<file path="config.mk">
export PLATFORM = sky130hd
export DESIGN_NAME = vc_switch_n
export DESIGN_NICKNAME = d
export VERILOG_FILES = /design/src/rtl/vc_switch_n.sv
export SDC_FILE = /design/constraint.sdc
export NUM_CORES = 1
export LEC_CHECK = 0
export BUFFER_PORTS_ARGS = -buffer_cell sky130_fd_sc_hd__clkbuf_2
export CAP_MARGIN = 20
export CORE_UTILIZATION = 62
export DETAILED_ROUTE_END_ITERATION = 6
export PLACE_DENSITY = 0.8
export SYNTH_ARGS = -nofsm -noshare
export SYNTH_HDL_FRONTEND = slang
export SYNTH_SLANG_ARGS = --single-unit
</file>
<file path="constraint.sdc">
create_clock -name clk -period 6.72 [get_ports clk]
set_input_delay 1.344 -clock clk [delete_from_list [all_inputs] [get_ports clk]]
set_output_delay 1.344 -clock clk [all_outputs]
set_load 0.1 [all_outputs]
</file>
<file path="src/rtl/vc_switch_n.sv">
// vc_switch_n: main FIFO -> NUM_VC virtual-channel FIFOs -> NUM_DEST destination FIFOs.
// The head word's top VC_BITS pick the VC; the next D_BITS pick the destination.
// A round-robin arbiter moves at most one VC head per cycle into a destination.
// An INIT/IDLE/ACTIVE/ERROR FSM latches thresholds and holds sticky error bits.
// Optional build macro VC_SWITCH_COUNT_EN adds per-destination popped-word counters.
module vc_switch_n #(
  parameter int DATA_SIZE  = 6,
  parameter int NUM_VC     = 2,
  parameter int NUM_DEST   = 2,
  parameter int MAIN_DEPTH = 4,
  parameter int VC_DEPTH   = 16,
  parameter int D_DEPTH    = 4,
  parameter int TW         = 5
) (
  input  logic                          clk,
  input  logic                          reset,
  input  logic                          init,
  input  logic [TW-1:0]                 af_thr,
  input  logic [TW-1:0]                 ae_thr,
  input  logic                          push_main,
  input  logic [DATA_SIZE-1:0]          data_in,
  input  logic [NUM_DEST-1:0]           pop_d,
  output logic [NUM_DEST*DATA_SIZE-1:0] data_out,
  output logic [NUM_DEST-1:0]           empty_out,
  output logic [NUM_DEST-1:0]           almost_empty_out,
  output logic                          pause,
  output logic [NUM_VC+NUM_DEST:0]      error_out,
  output logic [1:0]                    state_out,
  output logic                          idle_out,
  output logic                          active_out
`ifdef VC_SWITCH_COUNT_EN
  ,
  output logic [NUM_DEST*16-1:0]        word_count
`endif
);

  localparam int VC_BITS = $clog2(NUM_VC);
  localparam int D_BITS  = $clog2(NUM_DEST);
  localparam int MA      = $clog2(MAIN_DEPTH);
  localparam int VA      = $clog2(VC_DEPTH);
  localparam int DA      = $clog2(D_DEPTH);
  localparam int ERR_W   = 1 + NUM_VC + NUM_DEST;

  localparam logic [TW-1:0] MAIN_LIM  = TW'(MAIN_DEPTH);
  localparam logic [TW-1:0] VC_LIM    = TW'(VC_DEPTH);
  localparam logic [TW-1:0] D_LIM     = TW'(D_DEPTH);
  localparam logic [MA:0]   MAIN_FULL = (MA+1)'(MAIN_DEPTH);
  localparam logic [VA:0]   VC_FULL   = (VA+1)'(VC_DEPTH);
  localparam logic [DA:0]   D_FULL    = (DA+1)'(D_DEPTH);

  typedef enum logic [1:0] {
    S_INIT   = 2'b00,
    S_IDLE   = 2'b01,
    S_ACTIVE = 2'b10,
    S_ERROR  = 2'b11
  } state_t;

  // Thresholds larger than a FIFO's depth behave as the depth itself.
  function automatic logic [TW-1:0] sat_thr(input logic [TW-1:0] thr, input logic [TW-1:0] lim);
    return (thr > lim) ? lim : thr;
  endfunction

  // Control state
  state_t             r_state, w_state_nxt;
  logic [TW-1:0]      r_af, r_ae;
  logic [ERR_W-1:0]   r_err;
  logic [VC_BITS-1:0] r_rr;

  // Main FIFO
  logic [DATA_SIZE-1:0] r_main_mem [MAIN_DEPTH];
  logic [MA-1:0]        r_main_wr, r_main_rd;
  logic [MA:0]          r_main_cnt;

  // VC FIFOs
  logic [DATA_SIZE-1:0] r_vc_mem [NUM_VC][VC_DEPTH];
  logic [VA-1:0]        r_vc_wr  [NUM_VC];
  logic [VA-1:0]        r_vc_rd  [NUM_VC];
  logic [VA:0]          r_vc_cnt [NUM_VC];

  // Destination FIFOs plus the last popped word shown while empty
  logic [DATA_SIZE-1:0] r_d_mem [NUM_DEST][D_DEPTH];
  logic [DA-1:0]        r_d_wr  [NUM_DEST];
  logic [DA-1:0]        r_d_rd  [NUM_DEST];
  logic [DA:0]          r_d_cnt [NUM_DEST];
  logic [DATA_SIZE-1:0] r_hold  [NUM_DEST];

  logic                 w_en;
  logic [TW-1:0]        w_af_main, w_af_vc, w_af_d, w_ae_d;
  logic [DATA_SIZE-1:0] w_main_word;
  logic [VC_BITS-1:0]   w_main_vc;
  logic                 w_main_full, w_main_fwd, w_main_push;
  logic [DATA_SIZE-1:0] w_vc_head [NUM_VC];
  logic [D_BITS-1:0]    w_vc_dst  [NUM_VC];
  logic [NUM_VC-1:0]    w_elig, w_vc_push, w_vc_pop;
  logic                 w_gnt_vld;
  logic [VC_BITS-1:0]   w_gnt, w_idx;
  logic [NUM_DEST-1:0]  w_d_push, w_d_pop;
  logic [DATA_SIZE-1:0] w_d_word;
  logic [ERR_W-1:0]     w_new_err;
  logic                 w_any_ne;

  assign w_en        = (r_state != S_INIT);
  assign w_af_main   = sat_thr(r_af, MAIN_LIM);
  assign w_af_vc     = sat_thr(r_af, VC_LIM);
  assign w_af_d      = sat_thr(r_af, D_LIM);
  assign w_ae_d      = sat_thr(r_ae, D_LIM);
  assign w_main_word = r_main_mem[r_main_rd];
  assign w_main_vc   = w_main_word[DATA_SIZE-1 -: VC_BITS];
  assign w_main_full = (r_main_cnt == MAIN_FULL);
  assign w_main_fwd  = w_en && (r_main_cnt != '0) && (TW'(r_vc_cnt[w_main_vc]) < w_af_vc);
  // A full main FIFO still accepts a word when its head leaves in the same cycle.
  assign w_main_push = w_en && push_main && (!w_main_full || w_main_fwd);

  // VC eligibility and round-robin grant starting at the pointer
  always_comb begin
    w_elig    = '0;
    w_gnt_vld = 1'b0;
    w_gnt     = '0;
    w_idx     = '0;
    for (int v = 0; v < NUM_VC; v++) begin
      w_vc_head[v] = r_vc_mem[v][r_vc_rd[v]];
      w_vc_dst[v]  = w_vc_head[v][DATA_SIZE-1-VC_BITS -: D_BITS];
      w_elig[v]    = w_en && (r_vc_cnt[v] != '0) && (TW'(r_d_cnt[w_vc_dst[v]]) < w_af_d);
    end
    for (int i = 0; i < NUM_VC; i++) begin
      w_idx = r_rr + VC_BITS'(i);
      if (!w_gnt_vld && w_elig[w_idx]) begin
        w_gnt_vld = 1'b1;
        w_gnt     = w_idx;
      end
    end
  end

  // Per-FIFO push/pop strobes derived from the two transfers and the consumer
  always_comb begin
    w_vc_push = '0;
    w_vc_pop  = '0;
    w_d_push  = '0;
    w_d_pop   = '0;
    w_d_word  = w_vc_head[w_gnt];
    for (int v = 0; v < NUM_VC; v++) begin
      w_vc_push[v] = w_main_fwd && (w_main_vc == VC_BITS'(v));
      w_vc_pop[v]  = w_gnt_vld && (w_gnt == VC_BITS'(v));
    end
    for (int k = 0; k < NUM_DEST; k++) begin
      w_d_push[k] = w_gnt_vld && (w_vc_dst[w_gnt] == D_BITS'(k));
      w_d_pop[k]  = w_en && pop_d[k] && (r_d_cnt[k] != '0);
    end
  end

  // New error events this cycle and global non-empty detection
  always_comb begin
    w_new_err    = '0;
    w_new_err[0] = w_en && push_main && w_main_full && !w_main_fwd;
    w_any_ne     = (r_main_cnt != '0);
    for (int v = 0; v < NUM_VC; v++) begin
      w_new_err[1+v] = (w_vc_push[v] && (r_vc_cnt[v] == VC_FULL) && !w_vc_pop[v]) ||
                       (w_vc_pop[v] && (r_vc_cnt[v] == '0));
      w_any_ne       = w_any_ne || (r_vc_cnt[v] != '0);
    end
    for (int k = 0; k < NUM_DEST; k++) begin
      w_new_err[1+NUM_VC+k] = (w_en && pop_d[k] && (r_d_cnt[k] == '0)) ||
                              (w_d_push[k] && (r_d_cnt[k] == D_FULL) && !w_d_pop[k]);
      w_any_ne              = w_any_ne || (r_d_cnt[k] != '0);
    end
  end

  // FSM next state; init wins over everything except staying in INIT
  always_comb begin
    w_state_nxt = r_state;
    case (r_state)
      S_INIT:   if (!init) w_state_nxt = S_IDLE;
      S_IDLE: begin
        if (init)            w_state_nxt = S_INIT;
        else if (|w_new_err) w_state_nxt = S_ERROR;
        else if (w_any_ne)   w_state_nxt = S_ACTIVE;
      end
      S_ACTIVE: begin
        if (init)            w_state_nxt = S_INIT;
        else if (|w_new_err) w_state_nxt = S_ERROR;
        else if (!w_any_ne)  w_state_nxt = S_IDLE;
      end
      S_ERROR:  if (init) w_state_nxt = S_INIT;
      default:  w_state_nxt = S_INIT;
    endcase
  end

  // FSM state, threshold latch, sticky errors and arbiter pointer
  always_ff @(posedge clk or posedge reset) begin
    if (reset) begin
      r_state <= S_INIT;
      r_af    <= TW'(VC_DEPTH - 1);
      r_ae    <= TW'(1);
      r_err   <= '0;
      r_rr    <= '0;
    end else begin
      r_state <= w_state_nxt;
      if (r_state == S_INIT) begin
        r_af <= af_thr;
        r_ae <= ae_thr;
      end
      if (w_state_nxt == S_INIT) r_err <= '0;
      else                       r_err <= r_err | w_new_err;
      if (w_gnt_vld) r_rr <= w_gnt + 1'b1;
    end
  end

  // Main FIFO pointers and count
  always_ff @(posedge clk or posedge reset) begin
    if (reset) begin
      r_main_wr  <= '0;
      r_main_rd  <= '0;
      r_main_cnt <= '0;
    end else begin
      if (w_main_push) r_main_wr <= r_main_wr + 1'b1;
      if (w_main_fwd)  r_main_rd <= r_main_rd + 1'b1;
      case ({w_main_push, w_main_fwd})
        2'b10:   r_main_cnt <= r_main_cnt + 1'b1;
        2'b01:   r_main_cnt <= r_main_cnt - 1'b1;
        default: r_main_cnt <= r_main_cnt;
      endcase
    end
  end

  // Main FIFO storage
  always_ff @(posedge clk) begin
    if (w_main_push) r_main_mem[r_main_wr] <= data_in;
  end

  // VC FIFO pointers and counts
  always_ff @(posedge clk or posedge reset) begin
    if (reset) begin
      for (int v = 0; v < NUM_VC; v++) begin
        r_vc_wr[v]  <= '0;
        r_vc_rd[v]  <= '0;
        r_vc_cnt[v] <= '0;
      end
    end else begin
      for (int v = 0; v < NUM_VC; v++) begin
        logic do_push, do_pop;
        do_push = w_vc_push[v] && ((r_vc_cnt[v] != VC_FULL) || w_vc_pop[v]);
        do_pop  = w_vc_pop[v] && (r_vc_cnt[v] != '0);
        if (do_push) r_vc_wr[v] <= r_vc_wr[v] + 1'b1;
        if (do_pop)  r_vc_rd[v] <= r_vc_rd[v] + 1'b1;
        case ({do_push, do_pop})
          2'b10:   r_vc_cnt[v] <= r_vc_cnt[v] + 1'b1;
          2'b01:   r_vc_cnt[v] <= r_vc_cnt[v] - 1'b1;
          default: r_vc_cnt[v] <= r_vc_cnt[v];
        endcase
      end
    end
  end

  // VC FIFO storage
  always_ff @(posedge clk) begin
    for (int v = 0; v < NUM_VC; v++) begin
      if (w_vc_push[v] && ((r_vc_cnt[v] != VC_FULL) || w_vc_pop[v]))
        r_vc_mem[v][r_vc_wr[v]] <= w_main_word;
    end
  end

  // Destination FIFO pointers, counts and last-popped word
  always_ff @(posedge clk or posedge reset) begin
    if (reset) begin
      for (int k = 0; k < NUM_DEST; k++) begin
        r_d_wr[k]  <= '0;
        r_d_rd[k]  <= '0;
        r_d_cnt[k] <= '0;
        r_hold[k]  <= '0;
      end
    end else begin
      for (int k = 0; k < NUM_DEST; k++) begin
        logic do_push;
        do_push = w_d_push[k] && ((r_d_cnt[k] != D_FULL) || w_d_pop[k]);
        if (do_push) r_d_wr[k] <= r_d_wr[k] + 1'b1;
        if (w_d_pop[k]) begin
          r_d_rd[k] <= r_d_rd[k] + 1'b1;
          r_hold[k] <= r_d_mem[k][r_d_rd[k]];
        end
        case ({do_push, w_d_pop[k]})
          2'b10:   r_d_cnt[k] <= r_d_cnt[k] + 1'b1;
          2'b01:   r_d_cnt[k] <= r_d_cnt[k] - 1'b1;
          default: r_d_cnt[k] <= r_d_cnt[k];
        endcase
      end
    end
  end

  // Destination FIFO storage
  always_ff @(posedge clk) begin
    for (int k = 0; k < NUM_DEST; k++) begin
      if (w_d_push[k] && ((r_d_cnt[k] != D_FULL) || w_d_pop[k]))
        r_d_mem[k][r_d_wr[k]] <= w_d_word;
    end
  end

  // Destination-facing outputs; an empty FIFO shows the word it last delivered
  always_comb begin
    data_out         = '0;
    empty_out        = '0;
    almost_empty_out = '0;
    for (int k = 0; k < NUM_DEST; k++) begin
      empty_out[k]        = (r_d_cnt[k] == '0);
      almost_empty_out[k] = (TW'(r_d_cnt[k]) <= w_ae_d);
      data_out[k*DATA_SIZE +: DATA_SIZE] = (r_d_cnt[k] == '0) ? r_hold[k] : r_d_mem[k][r_d_rd[k]];
    end
  end

  assign pause      = (TW'(r_main_cnt) >= w_af_main);
  assign error_out  = r_err;
  assign state_out  = r_state;
  assign idle_out   = (r_state == S_IDLE);
  assign active_out = (r_state == S_ACTIVE);

`ifdef VC_SWITCH_COUNT_EN
  logic [15:0] r_wcnt [NUM_DEST];

  // Successful pops per destination; cleared whenever the FSM is headed for INIT
  always_ff @(posedge clk or posedge reset) begin
    if (reset) begin
      for (int k = 0; k < NUM_DEST; k++) r_wcnt[k] <= '0;
    end else if (w_state_nxt == S_INIT) begin
      for (int k = 0; k < NUM_DEST; k++) r_wcnt[k] <= '0;
    end else begin
      for (int k = 0; k < NUM_DEST; k++)
        if (w_d_pop[k]) r_wcnt[k] <= r_wcnt[k] + 16'd1;
    end
  end

  // Flatten the counters onto the output bus
  always_comb begin
    word_count = '0;
    for (int k = 0; k < NUM_DEST; k++) word_count[k*16 +: 16] = r_wcnt[k];
  end
`endif

endmodule

</file>
# Word-level counts from Yosys, hierarchy flattened
# Memory sizes are Yosys's and may differ from the RTL's.
# Cells that the tools add are included.
dict set report op_classes {
  n_eq_ne 22
  reduce_logical 83
  n_bitwise 16
  magnitude_cmp 27
  add_sub_neg 22
  n_mux 79
}
# op n
set ops {}
lappend ops {{96-bit 2-to-1 mux} 4}
lappend ops {{6-bit 2-to-1 mux} 17}
lappend ops {{24-bit 2-to-1 mux} 4}
lappend ops {{96-bit OR reduction} 1}
lappend ops {{6-bit binary-select mux with 4-bit select} 2}
lappend ops {{6-bit demux with 4-bit select} 2}
lappend ops {{1-bit logical AND} 43}
lappend ops {{5-bit 2-to-1 mux} 7}
lappend ops {{6-bit binary-select mux with 2-bit select} 2}
lappend ops {{6-bit demux with 2-bit select} 2}
lappend ops {{24-bit OR reduction} 1}
lappend ops {{5-bit >= comparator, second input constant} 4}
lappend ops {{4-bit inverter with 5-bit output} 4}
lappend ops {{5-bit case mux with 2 select lines} 2}
lappend ops {{1-bit 2-to-1 mux} 19}
lappend ops {{3-bit 2-to-1 mux} 6}
lappend ops {{3-bit case mux with 2 select lines} 3}
lappend ops {{4-bit by 1-bit adder with 4-bit output, second input constant} 4}
lappend ops {{2-bit 2-to-1 mux} 8}
lappend ops {{2-bit equality test, second input constant} 7}
lappend ops {{1-bit logical OR} 13}
lappend ops {{2-bit by 1-bit adder with 2-bit output, second input constant} 6}
lappend ops {{2-bit by 1-bit equality test with 1-bit output, second input constant} 6}
lappend ops {{3-bit >= comparator, second input constant} 4}
lappend ops {{32 further kinds} 78}
dict set report totals {
  wordCells 274
  mem_bits_rw 264
  regBits 77
  out_inout_bits 26
  mem_count 3
  inputBits 22
}
# name depth word_bits rd rd_clocked_by_memory_dff wr line_no
set mem_list {}
lappend mem_list {r_vc_mem 2 96 2 0 1 75} ;# logic [DATA_SIZE-1:0] r_vc_mem [NUM_VC][VC_DEPTH];
lappend mem_list {r_d_mem 2 24 2 0 1 81} ;# logic [DATA_SIZE-1:0] r_d_mem [NUM_DEST][D_DEPTH];
lappend mem_list {r_main_mem 4 6 1 0 1 70} ;# logic [DATA_SIZE-1:0] r_main_mem [MAIN_DEPTH];

# Longest topological paths before layout
# Gate-level depths: netlist of the first run.
dict set report depth {
  word_depth 31
  ltp_mapped 25
  mapped_depth_nobuf 23
}

# Worst setup path before layout of the first run
# Ideal clock, no wire load.
dict set report synth_timing {
  path_kind {flip-flop to output port}
  startpoint {reg r_d_cnt[3] in the netlist's numbering}
  endpoint {out data_out[0]}
  arrival_time_ps 4062
  slack_ps 1314
  required_ps 5376
  path_buffers 1
  stages_incl_launch_ff 4
  path_cell_list {dfrtp_1 clkbuf_1 nor3_1 mux2_2}
}
dict set report synth_between {
  elab_chain_len 2
}
# item line_no
set synth_lines {}
lappend synth_lines {{start: declaration} 84} ;# logic [DA:0] r_d_cnt [NUM_DEST];
lappend synth_lines {{start signal: indexed assignment} 281} ;# 2'b10: r_d_cnt[k] <= r_d_cnt[k] + 1'b1;
lappend synth_lines {{start signal: indexed assignment} 282} ;# 2'b01: r_d_cnt[k] <= r_d_cnt[k] - 1'b1;
lappend synth_lines {{start signal: indexed assignment} 283} ;# default: r_d_cnt[k] <= r_d_cnt[k];
lappend synth_lines {{3-bit logical NOT} --}
lappend synth_lines {{net empty_out[0]} 24} ;# output logic [NUM_DEST-1:0] empty_out,
lappend synth_lines {{6-bit 2-to-1 mux} 305} ;# data_out[k*DATA_SIZE +: DATA_SIZE] = (r_d_cnt[k] == '0) ? r_hold[k] : r_d_mem[k][r_d_rd[k]];
lappend synth_lines {{end: declaration} 23} ;# output logic [NUM_DEST*DATA_SIZE-1:0] data_out,
# The timed path passes the listed nets, and every way through them passes these cells.

# Worst setup path in the final report of the first run
dict set report layout_timing {
  startpoint {reg r_vc_rd[3] in the netlist's numbering}
  endpoint {reg r_vc_cnt[9] in the netlist's numbering}
}
dict set report layout_between {
  elab_chain_len 22
  word_cells_on_any_way 29
  classes_between {order compare: 1; eq/ne: 2; mux: 15; bitwise: 3; reduce/logical: 8}
}
# item line_no
set layout_lines {}
lappend layout_lines {{start: declaration} 77} ;# logic [VA-1:0] r_vc_rd [NUM_VC];
lappend layout_lines {{start signal: indexed assignment} 244} ;# if (do_pop) r_vc_rd[v] <= r_vc_rd[v] + 1'b1;
lappend layout_lines {{4-bit inverter with 5-bit output (implied by the code) *} 121} ;# w_vc_head[v] = r_vc_mem[v][r_vc_rd[v]];
lappend layout_lines {{6-bit binary-select mux with 4-bit select *} 121}
lappend layout_lines {{6-bit 2-to-1 mux (implied by the code) * (2 in a row)} 121}
lappend layout_lines {{1-bit inverter with 2-bit output (implied by the code) *} 123} ;# w_elig[v] = w_en && (r_vc_cnt[v] != '0) && (TW'(r_d_cnt[w_vc_dst[v]]) < w_af_d);
lappend layout_lines {{3-bit 2-to-1 mux (implied by the code) * (3 in a row)} 123}
lappend layout_lines {{3-bit by 5-bit less-than comparator with 1-bit output *} 123}
lappend layout_lines {{1-bit logical AND *} 123}
lappend layout_lines {{1-bit 2-to-1 mux (implied by the code) (2 in a row)} 127} ;# if (!w_gnt_vld && w_elig[w_idx]) begin
lappend layout_lines {{[2 not listed]} --}
lappend layout_lines {{1-bit logical AND} 127}
lappend layout_lines {{1-bit 2-to-1 mux} 127}
lappend layout_lines {{1-bit inverter} 143} ;# w_vc_pop[v] = w_gnt_vld && (w_gnt == VC_BITS'(v));
lappend layout_lines {{1-bit logical AND *} 143}
lappend layout_lines {{1-bit logical OR} 241} ;# do_push = w_vc_push[v] && ((r_vc_cnt[v] != VC_FULL) || w_vc_pop[v]);
lappend layout_lines {{1-bit logical AND} 241}
lappend layout_lines {{2-bit by 1-bit equality test with 1-bit output / 2-bit equality test (equally long branches)} 245} ;# case ({do_push, do_pop})
lappend layout_lines {{5-bit case mux with 2 select lines / 2-bit nonzero test (equally long branches)} --}
lappend layout_lines {{end signal: indexed assignment} 246} ;# 2'b10: r_vc_cnt[v] <= r_vc_cnt[v] + 1'b1;
lappend layout_lines {{end signal: indexed assignment} 247} ;# 2'b01: r_vc_cnt[v] <= r_vc_cnt[v] - 1'b1;
lappend layout_lines {{end signal: indexed assignment} 248} ;# default: r_vc_cnt[v] <= r_vc_cnt[v];
lappend layout_lines {{end: declaration} 78} ;# logic [VA:0] r_vc_cnt [NUM_VC];
# Every way passes the cells marked *; elsewhere a longest branch is shown, timed or not. The select of a mux whose other input is x is not followed.
# A chain may end at the register's enable or synchronous reset.

==> impl_metrics.toml, run 1 <==
[critical_path]
cp.required_ns = 7.12
endpoint_kind = "register"
r2r_slack_ns = 0.92
rr_endpoint = "r_vc_cnt[9]"
worstPathMaxFanout = 17
cp.arrival_ns = 6.20
r2r_cells = 24
crit_type = "register to register"
endpoint = "r_vc_cnt[9]"
cp-startpoint = "r_vc_rd[3]"
cp-start-kind = "register"
r2r_start = "r_vc_rd[3]"

[logic_synthesis]
syn_area_per_cell_um2 = 15.76
synth_cell_types = 78
synth_warnings = 0
synth-seq-cells = 341
synth_edf_count = 264
syn_area_um2 = 15270
async_flop_share = 0.2258
ys_seq_area_frac = 0.6457
syn_nets = 1045
synthFlopType = "edfxtp_1"
synthCells = 969

[timing]
rsz0062_at_grt = "false"
finalHoldViolations = 0
tightest_slew_ns = 0.9546
layout_min_cycle_time_ns = 5.796
max_freq_mhz = 172.5
post-route-period-util = 0.8625
finalSetupTns_ns = 0
maxSlewHeadroom = 0.3622
skew_ns = 0.01054
setup_viol = 0
maxSlewViolCount = 0

[final_layout]
drive_gt1_frac = 0.2334
final_common_cell = "edfxtp_1"
syn2layout_area_growth_pct = 12.46
design_area_um2 = 17170
final_cell_mix = "edfxtp_1, dfrtp_1, nand2_1"
post-route-util = 0.7083
n_antenna_cell = 0
fin_nets = 1115
instances_no_fill = 1391

[global_routing]
grt_first_pass_wirelength_um = 49490
grt_max_degree = 78
grt_overflow = 0
globalRouteTotalUtil = 0.2559
antenna_found_initial = 0
grt_pass1_vias = 8737

[route]
drtAntennaViolNets = 0
vias_per_cell = 6.181
drc = 0
drt-total-wl_um = 30970
vias = 8598
drt_iter0_markers = 811
wl_per_cell_um = 22.26
first_pass_iters = 6

[clocking]
cts_tree = "done"
cts_hold_buf = 0
numCtsBuffers = 37
h-tree-depth = 2
clk_latency_ns = 0.52
postCtsResizedCells = 0
clock-root-buffer = "clkbuf_16"
cts_max_path_buffers = 3
path_clk_slew_ns = 0.06
post_cts_buffers = 0
clock-sinks = 341

[placement]
placed_cell_area_um2 = 15900
hpwl_um = 20280
port-buffer-count = 47
place_congestion = 0.8367
placed_cells = 1322

[floorplanning]
fp.dieW_um = 158.9
io-pin-count = 48
design.core.area_um2 = 24250
initial_core_util = 0.6298
rows = 57
die_y_um = 158.9
die_area_um2 = 25260

[min_path]
hold_class = "register to register"

[flow_run]
maxCapViolCount = 0

[outcome]
status = "finished clean"
==> synth_stat cells, drive strengths merged (12+ instances only) <==
cell type	count	area (um^2)
mux2i	31	310.3
a21o	12	90.09
ha	49	613.1
mux4	48	1081
xor2	14	122.6
edfxtp	264	7928
clkbuf	22	82.58
buf	17	92.59
nand2	54	205.2
xnor2	26	227.7
nor2	24	90.09
and3	14	87.58
nor2b	16	100.1
mux2	44	495.5
inv	43	163.9
o21ai	35	175.2
a21oi	20	100.1
dfrtp	72	1802
and2	26	162.7
==> metrics by stage <==
step                hold slack, ns  worst slack (ns)
floorplan                   0.4750             1.314
global placement            0.4802            0.9478
detailed placement          0.4899            0.6632
CTS                         0.5050            0.6631
global route                0.5255            0.5371
finish                      0.5016            0.9240
==> final cells by class <==
class | count | area [um^2]
Timing Repair Buffer | 70 | 447.9
Fill cell | 1516 | 7074
Multi-Input combinational cell | 546 | 5076
Clock buffer | 46 | 980.9
Sequential cell | 341 | 9863
Inverter | 43 | 165.2
Tap cell | 324 | 405.4
Clock inverter | 21 | 235.2
==> kinds of logic after synthesis <==
kind of cell	Yosys count	synth area share
flops	341	0.6457
simple gates	201	0.07735
compound gates	128	0.06153
mux	123	0.1236
buf+inv	82	0.02220
fa+ha+maj	54	0.04670
xor+xnor	40	0.02294
==> sequential cells by signal, summed over array words and instances (netlist names) <==
signal and count:
r_main_mem 24, r_d_wr 4, r_rr 1, r_af 5, r_vc_rd 8, r_hold 12, r_vc_wr 8, r_main_rd 2
r_d_cnt 6, r_vc_cnt 10, r_vc_mem 192, r_ae 5, r_d_rd 4, r_main_wr 2, error_out 5, state_out 2
r_main_cnt 3, r_d_mem 48
==> worst max-delay path: stages (launching register included) <==
cell	delay [ns]
dfrtp_1	0.73
mux2_2	0.41
a2bb2oi_1	0.19
a21boi_1	0.36
nor2_1	0.16
nand2_1	0.09
o21ai_0	0.09
ha_1	0.31
nand2_1	0.09
nand2_1	0.05
or4_1	0.55
a2111oi_1	0.57
a2111oi_4	0.08
buf_4	0.21
o21ba_1	0.31
inv_4	0.15
ha_1	0.25
inv_1	0.10
fa_1	0.41
inv_1	0.07
a21o_1	0.11
a21oi_1	0.07
xnor2_1	0.13
nor2_1	0.06
xnor2_1	0.13
==> routing by layer <==
metal,share of wire,GRT usage,up-vias
met2,0.50,0.4199,287
met5,0,0,-
met1,0.42,0.3567,4385
li1,-,-,3867
met4,0.022,0.07386,0
met3,0.062,0.04454,59
==> how the worst min path moves through the flow <==
stage,from,to,slack [ns],cells past startpoint
CTS,error_out[1],error_out[1],0.51,2
global route,r_hold[2],r_hold[2],0.53,1
floorplan,r_hold[0],r_hold[0],0.47,1
finish,r_hold[2],r_hold[2],0.50,1
global placement,error_out[4],error_out[4],0.48,1
detailed placement,r_hold[0],r_hold[0],0.49,1
Power of run 1 is not shown: default switching activity piles up to over one toggle a cycle in this logic, so the estimate is an artifact.
==> inputs of run 2 (changes only) <==
PLACE_DENSITY = 0.82   (was 0.8)
clock period = 6.5 ns   (was 6.72 ns; I/O delays follow)
==> run 2 against run 1 <==
Effect of this change:
- first-iteration DRC count is 1.6% higher
- fmax is 0.99% lower
- hold slack worse by 0.0035 ns
- sequential share of layout area is 0.44 points higher
- worst setup slack worse by 0.28 ns
- largest cell class unchanged
- utilization is 0.54 points lower
- critical path depth stayed put
==> impl_metrics.toml, run 2 (synthesized netlist as in run 1, its figures left out) <==
[critical_path]
cp.arrival_ns = 6.25
cp-start-kind = "register"
path_cells = "mux2_2 -> a2bb2oi_1 -> a21boi_1 -> nor2_1 -> nand2_1 -> o21ai_0 -> ha_1 -> nand2_1 -> nand2_1 -> or4_1 -> nor4_4 -> o31ai_2 -> buf_4 -> a31oi_4 -> inv_2 -> ha_1 -> inv_1 -> fa_1 -> inv_1 -> a21o_1 -> a21oi_1 -> xnor2_1 -> nor2_1 -> xor2_1"
cp_top_family = "compound AO/OA/AOI/OAI gates"
endpoint_kind = "register"
path_common_cell = "nand2_1"
crit_cells = 24
cp.buffers_inverters = 4
cp_slowest_stage_delay_ns = 0.73
r2r_cells = 24
worstPathMaxFanout = 17
crit_type = "register to register"
cp.required_ns = 6.89
slowest_stage = "dfrtp_1"

[clocking]
post_cts_buffers = 0
numCtsBuffers = 35
cts_hold_buf = 0
clock-root-buffer = "clkbuf_16"
path_clk_slew_ns = 0.06
h-tree-depth = 2
postCtsResizedCells = 0
cts_tree = "done"
clk_latency_ns = 0.52
cts_max_path_buffers = 3
clock-sinks = 341

[global_routing]
grt_first_pass_wirelength_um = 48690
globalRouteTotalUtil = 0.2523
antenna_found_initial = 0
grt_pass1_vias = 8720
grt_overflow = 0
grt_max_degree = 78

[final_layout]
syn2layout_area_growth_pct = 11.60
drive_gt1_frac = 0.2291
final_cell_mix = "edfxtp_1, dfrtp_1, nand2_1"
fin_nets = 1116
multi_input_area_um2 = 5076
regArea_um2 = 9863
largest_reg_flops = 192
final_common_cell = "edfxtp_1"
fillers = 1485
n_antenna_cell = 0

[floorplanning]
die_y_um = 158.9
fp.dieW_um = 158.9
rows = 57
design.core.area_um2 = 24250
die_area_um2 = 25260
initial_core_util = 0.6298
io-pin-count = 48

[timing]
layout_min_cycle_time_ns = 5.854
tightest_slew_ns = 0.9879
rsz0062_at_grt = "false"
post-route-period-util = 0.9006
finalHoldViolations = 0
max_freq_mhz = 170.8
finalSetupTns_ns = 0
maxSlewViolCount = 0
setup_viol = 0
skew_ns = 0.02090
maxSlewHeadroom = 0.3400

[route]
vias_per_cell = 6.205
drt_iter0_markers = 824
drtAntennaViolNets = 0
drc = 0
vias = 8619
drt-total-wl_um = 30970
wl_per_cell_um = 22.30
first_pass_iters = 5

[outcome]
status = "finished clean"

[min_path]
hold_class = "register to register"
min_path_cells = 1

[placement]
hpwl_um = 20340
place_congestion = 0.8222
port-buffer-count = 47

[flow_run]
maxCapViolCount = 0
run 2: stage by stage:
step / area [um^2] / utilization / hold slack, ns / instances / setup WS (ns)
2_1_floorplan: 15270 / - / 0.4750 / 969 / 1.138
3_3_place_gp: 15930 / 0.6571 / 0.4836 / 1326 / 0.9830
3_5_place_dp: 15930 / 0.6571 / 0.4843 / 1326 / 0.7834
4_1_cts: 17020 / 0.7017 / 0.4988 / 1388 / 0.6871
5_1_grt: 17040 / 0.7028 / 0.5250 / 1389 / 0.2520
6_report: 17040 / 0.7028 / 0.4980 / 1389 / 0.6461
run 2: final cells by class:
class / count / share of cell area
clock buffers: 52 / 0.06057
clock inverters: 10 / 0.002937
inverters: 43 / 0.009691
multi-input cells: 546 / 0.2978
flip-flops and latches: 341 / 0.5787
well taps: 324 / 0.02379
repair buffers: 73 / 0.02643
run 2: worst reg2reg max path, delay by kind of cell, from the launching register on:
kind	cells	cell delay (ns)
compound gates	7	1.49
xor+xnor	2	0.30
fa+ha+maj	3	0.83
buf+inv	4	0.57
flops	1	0.73
mux	1	0.41
simple gates	7	1.43
run 2: metal layers:
metal | share of wire | global-route usage | up-vias
met5 | 0 | 0 | -
met1 | 0.42 | 0.3571 | 4324
met2 | 0.49 | 0.4053 | 359
li1 | - | - | 3865
met4 | 0.031 | 0.08741 | 0
met3 | 0.065 | 0.03907 | 71
run 2: path summary, 6_finish.rpt:
path	start	endpoint	slack (ns)
worst max-delay path	r_vc_rd[3]	r_vc_cnt[4]	0.65
worst min-delay path	error_out[4]	error_out[4]	0.50
worst max register to register	r_vc_rd[3]	r_vc_cnt[4]	0.65
worst min register to register	error_out[4]	error_out[4]	0.50
max in group asynchronous	reset	r_af[2]	5.00
min in group asynchronous	reset	r_d_wr[1]	0.86
Power of run 2 is left out for the same reason.
